File: src/rtl/match_window_counter_pkg.sv
// -----------------------------------------------------------------------------
// match_window_counter_pkg
//
// Purpose:
//   Shared definitions for the match window counter slice: the FSM state
//   encoding, the default window length and count width, and a helper that
//   sizes the window down-counter.
//
// Contents:
//   DEFAULT_WIN_LEN  default window length in clock cycles
//   DEFAULT_CNT_W    default width of the match count and alarm threshold
//   state_t          FSM states, IDLE = 0 and RUN = 1
//   win_cnt_width()  bit width needed to hold 0 .. win_len-1
// -----------------------------------------------------------------------------
package match_window_counter_pkg;

  localparam int DEFAULT_WIN_LEN = 16;
  localparam int DEFAULT_CNT_W   = 8;

  typedef enum logic {
    IDLE = 1'b0,
    RUN  = 1'b1
  } state_t;

  // The window counter only ever holds WIN_LEN-1 down to 0. A one-bit floor
  // keeps the declaration legal if someone ever instantiates a degenerate
  // window length.
  function automatic int win_cnt_width(input int win_len);
    if (win_len < 2) begin
      return 1;
    end
    return $clog2(win_len);
  endfunction

endpackage

File: src/rtl/match_sat_counter.sv
// -----------------------------------------------------------------------------
// match_sat_counter
//
// Purpose:
//   CNT_W-bit up-counter that sticks at its all-ones value. It also keeps a
//   flag recording that at least one increment arrived while the counter was
//   already at its maximum, which means the count no longer reflects every
//   event.
//
// Ports:
//   clk        in   clock, rising edge
//   rst_n      in   asynchronous reset, active low
//   clear      in   synchronous clear of count and flag; wins over inc
//   inc        in   count one event this cycle
//   count      out  registered count
//   sat        out  registered saturation flag
//   count_inc  out  count as it would be with this cycle's inc applied
//   sat_inc    out  flag as it would be with this cycle's inc applied
//
// The *_inc outputs let the owner capture a final value that includes the
// event of the current cycle, even in a cycle where it also clears.
// -----------------------------------------------------------------------------
module match_sat_counter
  import match_window_counter_pkg::*;
#(
  parameter int CNT_W = DEFAULT_CNT_W
) (
  input  logic             clk,
  input  logic             rst_n,
  input  logic             clear,
  input  logic             inc,
  output logic [CNT_W-1:0] count,
  output logic             sat,
  output logic [CNT_W-1:0] count_inc,
  output logic             sat_inc
);

  localparam logic [CNT_W-1:0] COUNT_MAX = '1;

  logic at_max;

  assign at_max = (count == COUNT_MAX);

  // An increment at the maximum is lost; that lost event is what marks the
  // count as saturated. Reaching the maximum exactly is still a true count.
  always_comb begin
    count_inc = count;
    sat_inc   = sat;
    if (inc) begin
      if (at_max) begin
        sat_inc = 1'b1;
      end else begin
        count_inc = count + 1'b1;
      end
    end
  end

  always_ff @(posedge clk or negedge rst_n) begin
    if (!rst_n) begin
      count <= '0;
      sat   <= 1'b0;
    end else if (clear) begin
      count <= '0;
      sat   <= 1'b0;
    end else begin
      count <= count_inc;
      sat   <= sat_inc;
    end
  end

endmodule

File: src/rtl/match_window_counter.sv
// -----------------------------------------------------------------------------
// match_window_counter
//
// Purpose:
//   Counts single-cycle match pulses over back-to-back windows of WIN_LEN
//   cycles while enabled. At the end of each window the count is offered on
//   a valid/ready result port. A result that cannot be stored because the
//   previous one is still unconsumed is dropped and flagged by the sticky
//   ovr output. A live alarm compares the count of the current window with
//   a threshold.
//
// Parameters:
//   WIN_LEN    window length in clock cycles (>= 2)
//   CNT_W      width of the match count and of the threshold
//
// Ports:
//   clk        in   clock, all state updates on the rising edge
//   R          in   asynchronous reset, active low, clears all state
//   en         in   1 runs windows back to back, 0 aborts or idles
//   match      in   one-cycle detection pulse from the upstream detector
//   thr        in   alarm threshold, 0 disables the alarm
//   cnt_data   out  match count of the last completed window
//   cnt_valid  out  cnt_data holds a result not yet consumed
//   cnt_ready  in   consumer takes the result when cnt_valid && cnt_ready
//   sat        out  the result in cnt_data is saturated
//   alarm      out  live window count >= thr (combinational)
//   ovr        out  sticky, a completed result was dropped
// -----------------------------------------------------------------------------
module match_window_counter
  import match_window_counter_pkg::*;
#(
  parameter int WIN_LEN = DEFAULT_WIN_LEN,
  parameter int CNT_W   = DEFAULT_CNT_W
) (
  input  logic             clk,
  input  logic             R,
  input  logic             en,
  input  logic             match,
  input  logic [CNT_W-1:0] thr,
  output logic [CNT_W-1:0] cnt_data,
  output logic             cnt_valid,
  input  logic             cnt_ready,
  output logic             sat,
  output logic             alarm,
  output logic             ovr
);

  localparam int               WIN_W    = win_cnt_width(WIN_LEN);
  localparam logic [WIN_W-1:0] WIN_LAST = WIN_W'(WIN_LEN - 1);

  state_t           state;
  state_t           state_next;
  logic [WIN_W-1:0] win_cnt;
  logic [WIN_W-1:0] win_cnt_next;

  logic             last_cycle;
  logic             count_clear;
  logic             count_inc;

  logic [CNT_W-1:0] live_count;
  logic             live_sat;
  logic [CNT_W-1:0] final_count;
  logic             final_sat;

  logic             result_free;
  logic             result_load;
  logic             result_drop;

  // The window counter walks WIN_LAST down to 0 and the cycle where it
  // reads 0 is the final cycle of the window. The live count is cleared
  // on every edge that starts a window (from IDLE, or straight after a
  // final cycle) and on every edge that leaves or stays in IDLE, so a
  // fresh window always begins at zero. Dropping en aborts immediately,
  // including on the final cycle, so no result is produced.
  always_comb begin
    state_next   = state;
    win_cnt_next = win_cnt;
    last_cycle   = 1'b0;
    count_clear  = 1'b0;
    count_inc    = 1'b0;
    case (state)
      IDLE: begin
        count_clear  = 1'b1;
        win_cnt_next = '0;
        if (en) begin
          state_next   = RUN;
          win_cnt_next = WIN_LAST;
        end
      end
      RUN: begin
        if (!en) begin
          state_next   = IDLE;
          count_clear  = 1'b1;
          win_cnt_next = '0;
        end else begin
          count_inc = match;
          if (win_cnt == '0) begin
            last_cycle   = 1'b1;
            count_clear  = 1'b1;
            win_cnt_next = WIN_LAST;
          end else begin
            win_cnt_next = win_cnt - 1'b1;
          end
        end
      end
      default: begin
        state_next   = IDLE;
        count_clear  = 1'b1;
        win_cnt_next = '0;
      end
    endcase
  end

  // FSM state and window position.
  always_ff @(posedge clk or negedge R) begin
    if (!R) begin
      state   <= IDLE;
      win_cnt <= '0;
    end else begin
      state   <= state_next;
      win_cnt <= win_cnt_next;
    end
  end

  // Live count of the current window. count_inc/sat_inc from the counter
  // already include a match in the final cycle, which is exactly the value
  // the result register captures.
  match_sat_counter #(
    .CNT_W (CNT_W)
  ) u_count (
    .clk       (clk),
    .rst_n     (R),
    .clear     (count_clear),
    .inc       (count_inc),
    .count     (live_count),
    .sat       (live_sat),
    .count_inc (final_count),
    .sat_inc   (final_sat)
  );

  // The result slot is free when empty or when it is being consumed on the
  // same edge, so a window ending under a handshake reloads cnt_valid
  // without a bubble.
  assign result_free = !cnt_valid || cnt_ready;
  assign result_load = last_cycle && result_free;
  assign result_drop = last_cycle && !result_free;

  // Result register and handshake. cnt_data and sat only change on a load,
  // which keeps them stable for as long as an offered result waits.
  always_ff @(posedge clk or negedge R) begin
    if (!R) begin
      cnt_data  <= '0;
      sat       <= 1'b0;
      cnt_valid <= 1'b0;
    end else if (result_load) begin
      cnt_data  <= final_count;
      sat       <= final_sat;
      cnt_valid <= 1'b1;
    end else if (cnt_valid && cnt_ready) begin
      cnt_valid <= 1'b0;
    end
  end

  // Overrun flag; once set it stays set until reset.
  always_ff @(posedge clk or negedge R) begin
    if (!R) begin
      ovr <= 1'b0;
    end else if (result_drop) begin
      ovr <= 1'b1;
    end
  end

  // The alarm looks at the registered live count, so a match in the current
  // cycle shows up in the alarm one cycle later.
  assign alarm = (state == RUN) && (thr != '0) && (live_count >= thr);

  // live_sat only matters at the final cycle, via final_sat.
  logic unused_live_sat;
  assign unused_live_sat = live_sat;

endmodule

File: config.mk
export PLATFORM = sky130hd
export DESIGN_NAME = match_window_counter
export DESIGN_NICKNAME = d
export VERILOG_FILES = /design/src/rtl/match_window_counter_pkg.sv /design/src/rtl/match_sat_counter.sv /design/src/rtl/match_window_counter.sv
export SDC_FILE = /design/constraint.sdc
export NUM_CORES = 1
export LEC_CHECK = 0
export ABC_AREA = 1
export CORE_MARGIN = 4
export CORE_UTILIZATION = 55
export CTS_BUF_LIST = sky130_fd_sc_hd__clkbuf_8
export DETAILED_ROUTE_END_ITERATION = 12
export GPL_TIMING_DRIVEN = 0
export PLACE_DENSITY = 0.84
export SETUP_SLACK_MARGIN = 0.05
export SYNTH_ARGS = -nofsm -noshare
export SYNTH_HDL_FRONTEND = slang
export SYNTH_HIERARCHICAL = 1
export SYNTH_SLANG_ARGS = --single-unit
File: constraint.sdc
create_clock -name clk -period 2.75 [get_ports clk]
set_input_delay 0.55 -clock clk [delete_from_list [all_inputs] [get_ports clk]]
set_output_delay 0.55 -clock clk [all_outputs]
set_load 0.02 [all_outputs]
==> PnR_summary.wiki <==
{| class="wikitable"
! Metric !! Value
|-
| Outcome || completed
|-
| Total routing resource utilization after global routing || 17.5%
|-
| Least-Margin Pin Slew || 1.12 ns
|-
| Core Box Area || 0.00276 mm^2
|-
| Most numerous cell types in the synthesized netlist || 60 x sky130_fd_sc_hd__nand2_1, 35 x sky130_fd_sc_hd__inv_1, 25 x sky130_fd_sc_hd__dfrtp_1
|-
| Final Wtd Congestion || 0.799
|-
| Antenna violations before repair || 0
|-
| Y dimension of the die || 61.5 um
|-
| Top-count cell post-synth || sky130_fd_sc_hd__nand2_1
|-
| Worst rel slew slack || 25.3%
|-
| Launching instance or port of the critical path || thr[3]
|-
| Layout cells sized above 1 || 13.4%
|-
| Fill cells || 238
|-
| Fmax || 0.400 GHz
|-
| Ranking of synthesized cells by area || sky130_fd_sc_hd__dfrtp_1 40%, sky130_fd_sc_hd__nand2_1 14%, sky130_fd_sc_hd__inv_1 8.3%
|-
| Initial standard-cell utilization of the core || 57.1%
|-
| Count of maximum capacitance violations || 0
|-
| #FFs+latches synth || 25
|-
| Top cell type by total area after synthesis || sky130_fd_sc_hd__dfrtp_1
|-
| Type of origin of the critical path || primary input
|-
| Total congestion overflow || 0
|-
| Global-route layer with the greatest usage || met2
|-
| Met3 usage in global routing || 3.98%
|-
| Cells after synthesis || 203
|-
| Inserted Diodes || 0
|-
| Final-report max-slew violation count || 0
|-
| TritonCTS sink count || 25
|-
| Areal power density over the cells || 376 mW/mm^2
|-
| Buffers on Ports || 24
|-
| Post-layout net count || 255
|-
| TritonCTS clock tree || built
|-
| Met2 routing resource usage after global routing || 29.7%
|-
| DIE WIDTH || 61.5 um
|-
| Startpoint-to-endpoint class of the critical path || in2out
|-
| Number of buffers inserted by hold repair at cts || 0
|-
| Average size of a mapped cell || 7.76 um^2
|-
| Critical Path RT || 2.20 ns
|-
| Share of synthesized area occupied by flip-flops and latches || 39.7%
|-
| Detailed-route wire length per cell || 10.7 um
|-
| Buffer count from post-CTS setup fixing || 0
|-
| Final routed DRC violation total || 0
|-
| Routed Wire Length || 2790 um
|-
| FFs w/ async S/R, synth || 100%
|-
| Library cell used as clock root buffer || sky130_fd_sc_hd__clkbuf_8
|-
| CTS HTree Levels || 1
|-
| Vias in the first global route || 1223
|-
| Critical Path End || alarm
|-
| Launch point of the worst reg-to-reg path || win_cnt[0]
|-
| Reg2reg path depth || 7
|-
| Synth-to-Final Area Change || 20.3%
|-
| Initial DRT Pass Iterations || 4
|-
| Number of buffers inserted during clock tree synthesis || 3
|-
| Yosys synthesis warning count || 6
|-
| HPWL Detailed || 2170 um
|-
| Primary FF master, synth || sky130_fd_sc_hd__dfrtp_1
|-
| Critical-path maximum fanout || 2
|-
| Vias after detailed routing || 1296
|-
| Net count of the mapped netlist || 226
|-
| Number of I/O pins || 25
|-
| Synth top area share || 39.7%
|-
| Antenna-violating nets left || 0
|-
| Wire length of the first global-routing pass || 4950 um
|-
| Worst-path clk slew || 0.08 ns
|-
| Number of unique standard cell types used by synthesis || 25
|-
| Post-layout minimum cycle time || 2.50 ns
|-
| Worst R2R Setup Slack || 1.06 ns
|-
| Worst reg2reg endpoint || u_count/count[3]
|-
| Insertion delay to the later sink of the worst-skew pair || 0.27 ns
|-
| Final setup violating endpoints || 0
|-
| Hold Path Class || reg2reg
|-
| Final Hold Violating Endpoints || 0
|-
| Critical path data arrival time || 1.95 ns
|-
| Number of DRC markers after the initial detailed-route iteration || 39
|-
| Synthesized area || 0.00158 mm^2
|-
| Largest net degree at the start of global routing || 26
|-
| Aggregate negative setup slack || 0 ns
|-
| Period Utilization, post-route || 90.9%
|-
| Clock Skew || 0.00305 ns
|-
| Endpoint kind of the worst setup timing path || output port
|-
| Maximum VDD drop || 349 uV
|-
| Setup repair after global routing missed its margin || false
|-
| Max clock buf depth || 2
|-
| Row count || 19
|-
| Vias per inst || 4.95
|-
| Power after layout || 0.713 mW
|-
| Die ar. || 0.00378 mm^2
|-
| Leakage component of the power || 1.03 nW
|-
| GR met1 Demand/Resource || 21.3%
|-
| Number of synthesized flops with an enable pin || 0
|}
-- per-layer routing --
metal  up-vias  part of all wire (%)  wire length (um)
met4         0                  0.29                 8
met1       593                    47              1300
met2        16                    50              1400
li1        685                     -                 -
met5         -                     0                 0
met3         2                   2.7                74
-- flip-flops by register name (all words and copies together), names as in the netlist --
signal	count
cnt_valid	1
u_count/sat	1
u_count/count	8
win_cnt	4
state	1
ovr	1
sat	1
cnt_data	8
-- timing repair --
item,CTS,global route
gates resized for setup,1,2
setup endpoints to repair,1,1
pin swaps,0,0
-- final cells by class --
class	instances	area, um^2	share of cell area, %
multi-input combinational	139	781	41.2
sequential	25	626	33.0
timing repair buffer	24	235	12.4
inverter	35	131	6.94
clock buffer	3	41.3	2.18
tap	31	38.8	2.05
buffer	4	37.5	1.98
clock inverter	1	3.75	0.198
-- stage by stage --
stage | setup WS, ns | util (%) | hold WS, ns | area, um^2 | cells
3_5_place_dp | -0.195 | 67.2 | 0.450 | 1850 | 258
2_1_floorplan | 0.719 | - | 0.254 | 1580 | 203
5_1_grt | 0.104 | 68.7 | 0.489 | 1890 | 262
6_report | 0.250 | 68.7 | 0.466 | 1890 | 262
4_1_cts | 0.0857 | 68.8 | 0.469 | 1900 | 262
3_3_place_gp | -0.183 | 67.2 | 0.444 | 1850 | 258
-- cell families after synthesis --
family / Yosys count / synth area share, %
buffers and inverters: 39 / 10.7
DFF: 25 / 39.7
and+or+nand+nor: 112 / 34.2
AOI/OAI and AO/OA: 15 / 6.28
xor gates and xnor gates: 2 / 1.11
adders and majority gates: 10 / 7.94
-- worst min-delay path by stage --
stage | startpoint | to | cells past startpoint | slack (ns)
final | ovr | ovr | 1 | 0.47
after global routing | ovr | ovr | 1 | 0.49
after CTS | ovr | ovr | 1 | 0.47
after detailed placement | ovr | ovr | 1 | 0.45
after global placement | ovr | ovr | 1 | 0.44
after floorplan | R | cnt_data[0] | 0 | 0.25
-- placed cells by master, fill, tap and decap left out --
cell	n
sky130_fd_sc_hd__a21o_1	1
sky130_fd_sc_hd__a21o_2	1
sky130_fd_sc_hd__a21oi_1	6
sky130_fd_sc_hd__a21oi_2	3
sky130_fd_sc_hd__buf_1	1
sky130_fd_sc_hd__buf_6	3
sky130_fd_sc_hd__clkbuf_2	1
sky130_fd_sc_hd__clkbuf_8	3
sky130_fd_sc_hd__clkdlybuf4s50_1	23
sky130_fd_sc_hd__dfrtp_1	25
sky130_fd_sc_hd__ha_1	10
sky130_fd_sc_hd__inv_1	36
sky130_fd_sc_hd__nand2_1	60
sky130_fd_sc_hd__nand2_2	9
sky130_fd_sc_hd__nand2_4	2
sky130_fd_sc_hd__nand3_1	17
sky130_fd_sc_hd__nand3_2	1
sky130_fd_sc_hd__nand4_1	2
sky130_fd_sc_hd__nand4_2	1
sky130_fd_sc_hd__nor2_1	14
sky130_fd_sc_hd__nor2_2	2
sky130_fd_sc_hd__nor2_4	3
sky130_fd_sc_hd__nor3_4	1
sky130_fd_sc_hd__o21a_1	1
sky130_fd_sc_hd__o21ai_0	2
sky130_fd_sc_hd__o21ai_2	1
sky130_fd_sc_hd__xnor2_1	1
sky130_fd_sc_hd__xor2_1	1
-- report_power, final --
part | total (mW) | internal, mW | switching (mW)
clock | 0.211 | 0.0999 | 0.111
combinational | 0.110 | 0.0504 | 0.0599
sequential | 0.391 | 0.381 | 0.00956
-- worst max-delay path, stage by stage --
cell and delay (ns):
sky130_fd_sc_hd__clkdlybuf4s50_1 0.45, sky130_fd_sc_hd__inv_1 0.05, sky130_fd_sc_hd__ha_1 0.28, sky130_fd_sc_hd__nand2_1 0.07, sky130_fd_sc_hd__nor2_1 0.10, sky130_fd_sc_hd__nor2_1 0.04, sky130_fd_sc_hd__nand2_1 0.06, sky130_fd_sc_hd__nand2_1 0.05
sky130_fd_sc_hd__a21oi_1 0.11, sky130_fd_sc_hd__clkbuf_2 0.18
No activity file was read; power rests on OpenSTA's default activity.
